$ cat src/rtl/vend_dispatch_arbiter.sv
// Two-station coin credit tracker feeding a round-robin arbiter that
// time-shares one dispenser for a fixed hold window per vend.
module vend_dispatch_arbiter #(
  parameter int HOLD_CYCLES = 4,
  parameter int CW          = 8
) (
  input  logic       clk,
  input  logic       reset,
  input  logic [1:0] five,
  input  logic [1:0] ten,
  output logic       dispense,
  output logic       grant,
  output logic       change,
  output logic [1:0] served,
  output logic [1:0] coin_reject,
  output logic [1:0] pending
);

  localparam logic [0:0]    S_IDLE   = 1'b0;
  localparam logic [0:0]    S_DISP   = 1'b1;
  localparam logic [CW-1:0] LAST_CNT = CW'(HOLD_CYCLES - 1);

  logic [0:0]    r_state;
  logic          r_grant;
  logic          r_last_grant;
  logic [CW-1:0] r_cnt;
  logic [1:0]    r_served;

  logic [1:0] w_pending;
  logic [1:0] w_four;
  logic       w_done;
  logic       w_pick;

  assign w_done = (r_state == S_DISP) && (r_cnt == LAST_CNT);

  generate
    for (genvar gi = 0; gi < 2; gi++) begin : g_station
      logic [2:0] r_credit;
      logic       r_reject;
      logic [2:0] w_credit_next;
      logic       w_reject_next;
      logic       w_clear;

      assign w_clear        = w_done && (r_grant == 1'(gi));
      assign w_pending[gi]  = (r_credit >= 3'd3);
      assign w_four[gi]     = (r_credit == 3'd4);
      assign coin_reject[gi] = r_reject;

      // Simultaneous five+ten keeps the five and refuses the ten.
      always_comb begin
        w_credit_next = r_credit;
        w_reject_next = 1'b0;
        if (five[gi] || ten[gi]) begin
          if (r_credit <= 3'd2) begin
            w_credit_next = five[gi] ? (r_credit + 3'd1) : (r_credit + 3'd2);
            w_reject_next = five[gi] && ten[gi];
          end else begin
            w_reject_next = 1'b1;
          end
        end
        if (w_clear) begin
          w_credit_next = 3'd0;
        end
      end

      always_ff @(posedge clk) begin
        if (!reset) begin
          r_credit <= 3'd0;
          r_reject <= 1'b0;
        end else begin
          r_credit <= w_credit_next;
          r_reject <= w_reject_next;
        end
      end
    end
  endgenerate

  // Tie goes to the station that was not served last.
  always_comb begin
    w_pick = ~r_last_grant;
    case (w_pending)
      2'b01:   w_pick = 1'b0;
      2'b10:   w_pick = 1'b1;
      default: w_pick = ~r_last_grant;
    endcase
  end

  always_ff @(posedge clk) begin
    if (!reset) begin
      r_state      <= S_IDLE;
      r_grant      <= 1'b0;
      r_last_grant <= 1'b1;
      r_cnt        <= '0;
      r_served     <= 2'b00;
    end else begin
      r_served <= 2'b00;
      case (r_state)
        S_IDLE: begin
          if (|w_pending) begin
            r_state <= S_DISP;
            r_grant <= w_pick;
            r_cnt   <= '0;
          end
        end
        S_DISP: begin
          r_cnt <= r_cnt + CW'(1);
          if (w_done) begin
            r_state      <= S_IDLE;
            r_last_grant <= r_grant;
            r_served     <= r_grant ? 2'b10 : 2'b01;
          end
        end
        default: r_state <= S_IDLE;
      endcase
    end
  end

  assign dispense = (r_state == S_DISP);
  assign grant    = r_grant;
  assign change   = dispense && w_four[r_grant];
  assign served   = r_served;
  assign pending  = w_pending;

endmodule

$ cat config.mk
export PLATFORM = sky130hd
export DESIGN_NAME = vend_dispatch_arbiter
export DESIGN_NICKNAME = d
export VERILOG_FILES = /design/src/rtl/vend_dispatch_arbiter.sv
export SDC_FILE = /design/constraint.sdc
export NUM_CORES = 1
export LEC_CHECK = 0
export CELL_PAD_IN_SITES_DETAIL_PLACEMENT = 1
export CELL_PAD_IN_SITES_GLOBAL_PLACEMENT = 1
export CORE_MARGIN = 3
export CORE_UTILIZATION = 52
export CTS_BUF_LIST = sky130_fd_sc_hd__clkbuf_2 sky130_fd_sc_hd__clkbuf_4 sky130_fd_sc_hd__clkbuf_8
export CTS_CLUSTER_DIAMETER = 150
export DETAILED_ROUTE_END_ITERATION = 10
export DONT_BUFFER_PORTS = 1
export PLACE_DENSITY_LB_ADDON = 0.1
export SLEW_MARGIN = 20
export SYNTH_ARGS = -nofsm -noshare
export SYNTH_HDL_FRONTEND = slang
export SYNTH_SLANG_ARGS = --single-unit
$ cat constraint.sdc
create_clock -name clk -period 3.3 [get_ports clk]
set_input_delay 0.33 -clock clk [delete_from_list [all_inputs] [get_ports clk]]
set_output_delay 0.33 -clock clk [all_outputs]
set_load 0.02 [all_outputs]
Word level (Yosys, flattened, before mapping)

Cells that the tools add are included.

Input bits: 6
ROM bits: 0
Flip-flop bits (word level): 21
Word-level logic and storage cells: 60
Output and inout bits: 9
RAM bits: 0
Bits in latches: 0
Memories kept: 0

Bitwise logic cells: 4
Reduce and logical (&&, ||, !) cells: 18
Shift operators: 0
$lt $le $gt $ge: 5
$add $sub $neg: 5
Multiply operators: 0
Multiplexer cells: 13
Div/mod/pow operators: 0
Equality and inequality tests: 6

Operators with widths:

| operator                                                              | number |
|---|---|
| 8-bit case mux with 2 select lines                                    | 1 |
| 2-bit AND reduction                                                   | 6 |
| 8-bit by 1-bit adder with 8-bit output, second input constant         | 1 |
| 8-bit by 2-bit equality test with 1-bit output, second input constant | 1 |
| 8-bit 2-to-1 mux                                                      | 1 |
| 3-bit by 1-bit adder with 3-bit output, second input constant         | 2 |
| 3-bit by 2-bit adder with 3-bit output, second input constant         | 2 |
| 3-bit equality test, second input constant                            | 2 |
| 3-bit by 2-bit >= comparator with 1-bit output, second input constant | 2 |
| 3-bit by 2-bit <= comparator with 1-bit output, second input constant | 2 |
| 1-bit logical AND                                                     | 6 |
| 1-bit 2-to-1 mux                                                      | 6 |
| 3-bit 2-to-1 mux                                                      | 2 |
| 2-bit OR reduction                                                    | 3 |
| 1-bit inverter                                                        | 4 |
| 1-bit case mux with 2 select lines                                    | 2 |
| 3-bit AND reduction                                                   | 1 |
| 2-bit by 1-bit equality test with 1-bit output, second input constant | 1 |
| 2-bit equality test, second input constant                            | 1 |
| 1-bit logical OR                                                      | 2 |
| 1-bit by 2-bit < comparator with 1-bit output, second input constant  | 1 |
| 2-bit 2-to-1 mux                                                      | 1 |
| 2-bit inequality test, second input constant                          | 1 |

Logic depth before layout (Yosys ltp)

Depth after elaboration: 4
Depth in mapped cells: 9
Mapped depth without buffers: 8

Least setup slack after synthesis

Ideal clock, no wire load.

Path kind: register to register
Start: reg g_station[0].r_credit[1]
End: reg r_cnt[6]
Stages on the path, launching flop included: 10
Setup time: 65 ps
Buffers on the path: 1
Path slack: 1317 ps
Required time: 3235 ps
Arrival: 1918 ps
Clock period less this slack: 1983 ps
Cells stage by stage: dfxtp_1 -> ha_1 -> ha_1 -> a211oi_1 -> ha_1 -> or2_2 -> clkbuf_1 -> nand2_1 -> mux2_2 -> nor2_1

Longest elaborated chain between the ends: 3

Ends and longest elaborated chain:

| what                                           | RTL line | source |
|---|---|---|
| from (decl)                                    | 38       | `logic [2:0] r_credit;` |
| from (signal assigned)                         | 71       | `r_credit <= w_credit_next;` |
| 3-bit by 2-bit >= comparator with 1-bit output | 45       | `assign w_pending[gi] = (r_credit >= 3'd3);` |
| 2-bit OR reduction                             | 99       | `if (\|w_pending) begin` |
| 2-bit inequality test (no source line)         | n/a      |  |
| to (signal assigned)                           | 106      | `r_cnt <= r_cnt + CW'(1);` |
| to (decl)                                      | 26       | `logic [CW-1:0] r_cnt;` |

No other way between the ends.
A chain may end at the register's enable or synchronous reset.

Final worst setup path

Ends and elaborated chain as after synthesis.

==> results.txt <==
* Synthesized Nets: 154
- Of all nets on the critical path, the largest fanout is 7.
* Worst-path cell with the longest stage delay: dfxtp_1
* Maximum clock rate: 490 MHz
- Via count of the first global-routing pass: 1011
- Port bufs: 0
- Commonest non-fill, non-tap cell in the layout: dfxtp_1
- Worst Clk Skew: 0.00448 ns
- In the routed design, unresolved DRC markers number 0.
- Yosys warns: 0
- From bottom edge to top edge, the die measures 53.4 µm.
- Post-CTS setup buffer count: 0
* Number of design-rule violations left by the first detailed-router iteration: 16
- The initial utilization of the core area, before any placement, comes to 57.1%.
- The number of antenna violations at the first check in global routing is 0.
- Root Buffer: clkbuf_4
- Crit path largest cell delay: 0.40 ns
- Ratio of cells with drive above 1 in the final layout: 10.5%
- The critical path is of the flip-flop to flip-flop type.
* Vias per Instance: 5.95
* Slew at the pin with the worst max-slew slack: 0.599 ns
- Cells along the critical path: ha_1 -> ha_1 -> a211oi_1 -> ha_1 -> or2_2 -> nand2_1 -> mux2_2 -> nor2_1
- After routing, the total negative slack on setup checks comes to 0 ns.
- Number of routed nets with antenna violations: 0
- Count of antenna diodes in the layout: 0
* Die area: 2850 µm²
- Library cell appearing most often on the critical path: ha_1
- Final HPWL DP: 1990 µm
- The number of placed instances, taps included, is 156.
- Data arrival time of the critical path: 2.30 ns
- Status: completed
- All-layer global routing usage: 20.7%
- TritonCTS built the clock tree.
* Filler cells: 257
- CTS built an H-tree with a depth of 1.
- The final layout contains routed wiring with a total length of 2560 µm.
- The min-delay analysis places its worst path in the category input pin to flip-flop.
- The congestion estimate from routability-driven global placement came to 0.772.
* Area Overhead vs Synth: 2.68%
- Across the VDD grid, the largest voltage drop is 0.453 mV.
- FP Rows: 16
- For this run, global-route usage on met3 was measured as 2.82%.
* Inserted Clock Buffers: 3
- Critical Path End Type: flip-flop
- Buffer levels on the longest clock path: 2
- Number of instances in the synthesized netlist: 135
- Wire length of the first global-routing pass: 4300 µm
- Before antenna repair, the detailed router went through 4 iterations.
- A synthesized cell averages 8.64 µm².
- Min cycle time layout: 2.04 ns
* Count of boundary I/O pins: 15
- Setup repair after global routing left no endpoint under its margin.
* Largest area contributor in the netlist: dfxtp_1
* Kind of start point of the critical path: flip-flop
- The count of final hold-check violations came to 0.
* Worst Hold Slack: 0.134 ns
* Ranking of synthesized cells by area: dfxtp_1 (36%), ha_1 (14%), a21oi_1 (5.6%)
- Skew-Pair Late Insertion Delay: 0.31 ns
- WL per Instance: 16.0 µm
* Final Slew Violations: 0
- Area of the core: 2040 µm²
- Final cell count without fillers: 160
* Clock sink count: 21
- Global routing consumed, on the met1 layer, 24.4% of the routing resources.
* Netlist area before placement: 1170 µm²
- The share of synthesized area in the top cell type comes to 36.1%.
- Sequential cells were found to cover 36.1% of the synthesized design area.
* Pin count of the biggest net entering global routing: 15
- GR Overflow Total: 0
- For this design the ratio of total power to cell area is 837 nW/µm².
- The die is 53.4 µm wide.
* Number of gates resized after cts: 0
* Library cells used by synthesis: 30
- Across all layers, the routed design uses 952 vias.
- Final clock period utilization by the worst path: 61.8%
* Clock transition time at the flip-flop clock pins of the worst setup and hold paths: 0.12 ns
* Most frequent cells in the layout: dfxtp_1 (21), a21oi_1 (13), ha_1 (13)
- Net count, final: 153
- Measured against its own limit, the worst slew margin works out to 60.0%.
- The synthesized design contains 21 register bits.
- Layer with the highest usage: met2
- GR met2 Demand/Resource: 35.9%
- Across the run, the number of max-cap violations was 0.
- For the worst setup path, the data required time is 3.55 ns.
* Static leakage power: 0.477 nW
* Number of hold buffers added after cts: 0
- Setup violations remaining at the end of the flow were counted as 0.
[area by class of cell]
class / instances / area [µm²] / share of cell area, %
multi-input cells: 97 / 674 / 56.3
flip-flops and latches: 21 / 420 / 35.1
inverters: 11 / 41.3 / 3.45
well taps: 27 / 33.8 / 2.82
clock buffers: 3 / 22.5 / 1.88
clock inverters: 1 / 5.00 / 0.418
[cells in the mapped netlist]
library cell	count
nand2_1	11
a21boi_0	1
and2_1	1
o21ai_0	4
ha_1	13
inv_1	11
or3_1	2
or2_2	2
clkbuf_1	4
or4_4	2
nor3_1	3
buf_4	2
nor4_1	2
nor3b_1	3
nand4_1	3
nand3_1	1
dfxtp_1	21
o221a_2	4
and3_1	2
xnor2_1	2
nand3b_1	1
o211ai_1	2
nor2b_1	4
a21oi_1	13
nor2_1	11
nor4_2	1
a211oi_1	5
mux2_2	1
mux2i_1	1
o21a_1	2
[cell families after synthesis]
logic type               Yosys count  share of synthesized area [%]
adder cells (fa/ha/maj)           13                           13.9
flip-flops                        21                           36.1
multiplexers                       2                           1.82
AO/OA/AOI/OAI                     31                           17.6
buffers and inverters             17                           6.12
AND/OR/NAND/NOR                   49                           23.0
XOR/XNOR                           2                           1.50
[state kept, by name (all words and copies together), names as in the netlist]
name                cells
dispense                1
served                  2
r_last_grant            1
grant                   1
r_cnt                   8
g_station.r_reject      2
g_station.r_credit      6
[worst max-delay path, delay by kind of cell (launching register included)]
kind / cells / cell delay (ns)
adder cells (fa/ha/maj): 3 / 0.63
multiplexers: 1 / 0.26
AND/OR/NAND/NOR: 3 / 0.34
flip-flops: 1 / 0.40
AO/OA/AOI/OAI: 1 / 0.36
[layer usage]
metal  share of wire (%)  up-vias
met2                  50       14
met1                  45      456
met4                 2.0        0
met5                   0        -
met3                 3.0        4
li1                    -      478
[final timing paths]
| kind | from | end | slack (ns) | depth (start not counted) |
|---|---|---|---|---|
| hold / removal | reset | r_cnt[4]$_SDFFE_PN0P_ | 0.13 | 1 |
| setup / recovery | g_station[0].r_credit[1]$_SDFFE_PP0P_ | r_cnt[6]$_SDFFE_PN0P_ | 1.26 | 8 |
| hold reg to reg | r_last_grant$_SDFFE_PN1P_ | r_last_grant$_SDFFE_PN1P_ | 0.47 | 2 |
| setup reg to reg | g_station[0].r_credit[1]$_SDFFE_PP0P_ | r_cnt[6]$_SDFFE_PN0P_ | 1.26 | 8 |
[where the power goes]
group	internal (mW)	total (mW)	switching (mW)	leakage, nW
Sequential	0.314	0.419	0.106	0.172
Clock	0.0453	0.126	0.0810	0.0177
Combinational	0.188	0.456	0.268	0.288
[stage by stage]
step           area (µm²)  utilization, %  power (mW)  setup WS [ns]
6_report             1200            58.6        1.00           1.26
3_5_place_dp         1170            57.3       0.890           1.26
3_3_place_gp         1170            57.3       0.858           1.37
4_1_cts              1200            58.6        1.02           1.24
5_1_grt              1200            58.6        1.10           1.11
2_1_floorplan        1170               -       0.786           1.32
Note: power is estimated with default switching activity, not from simulation.
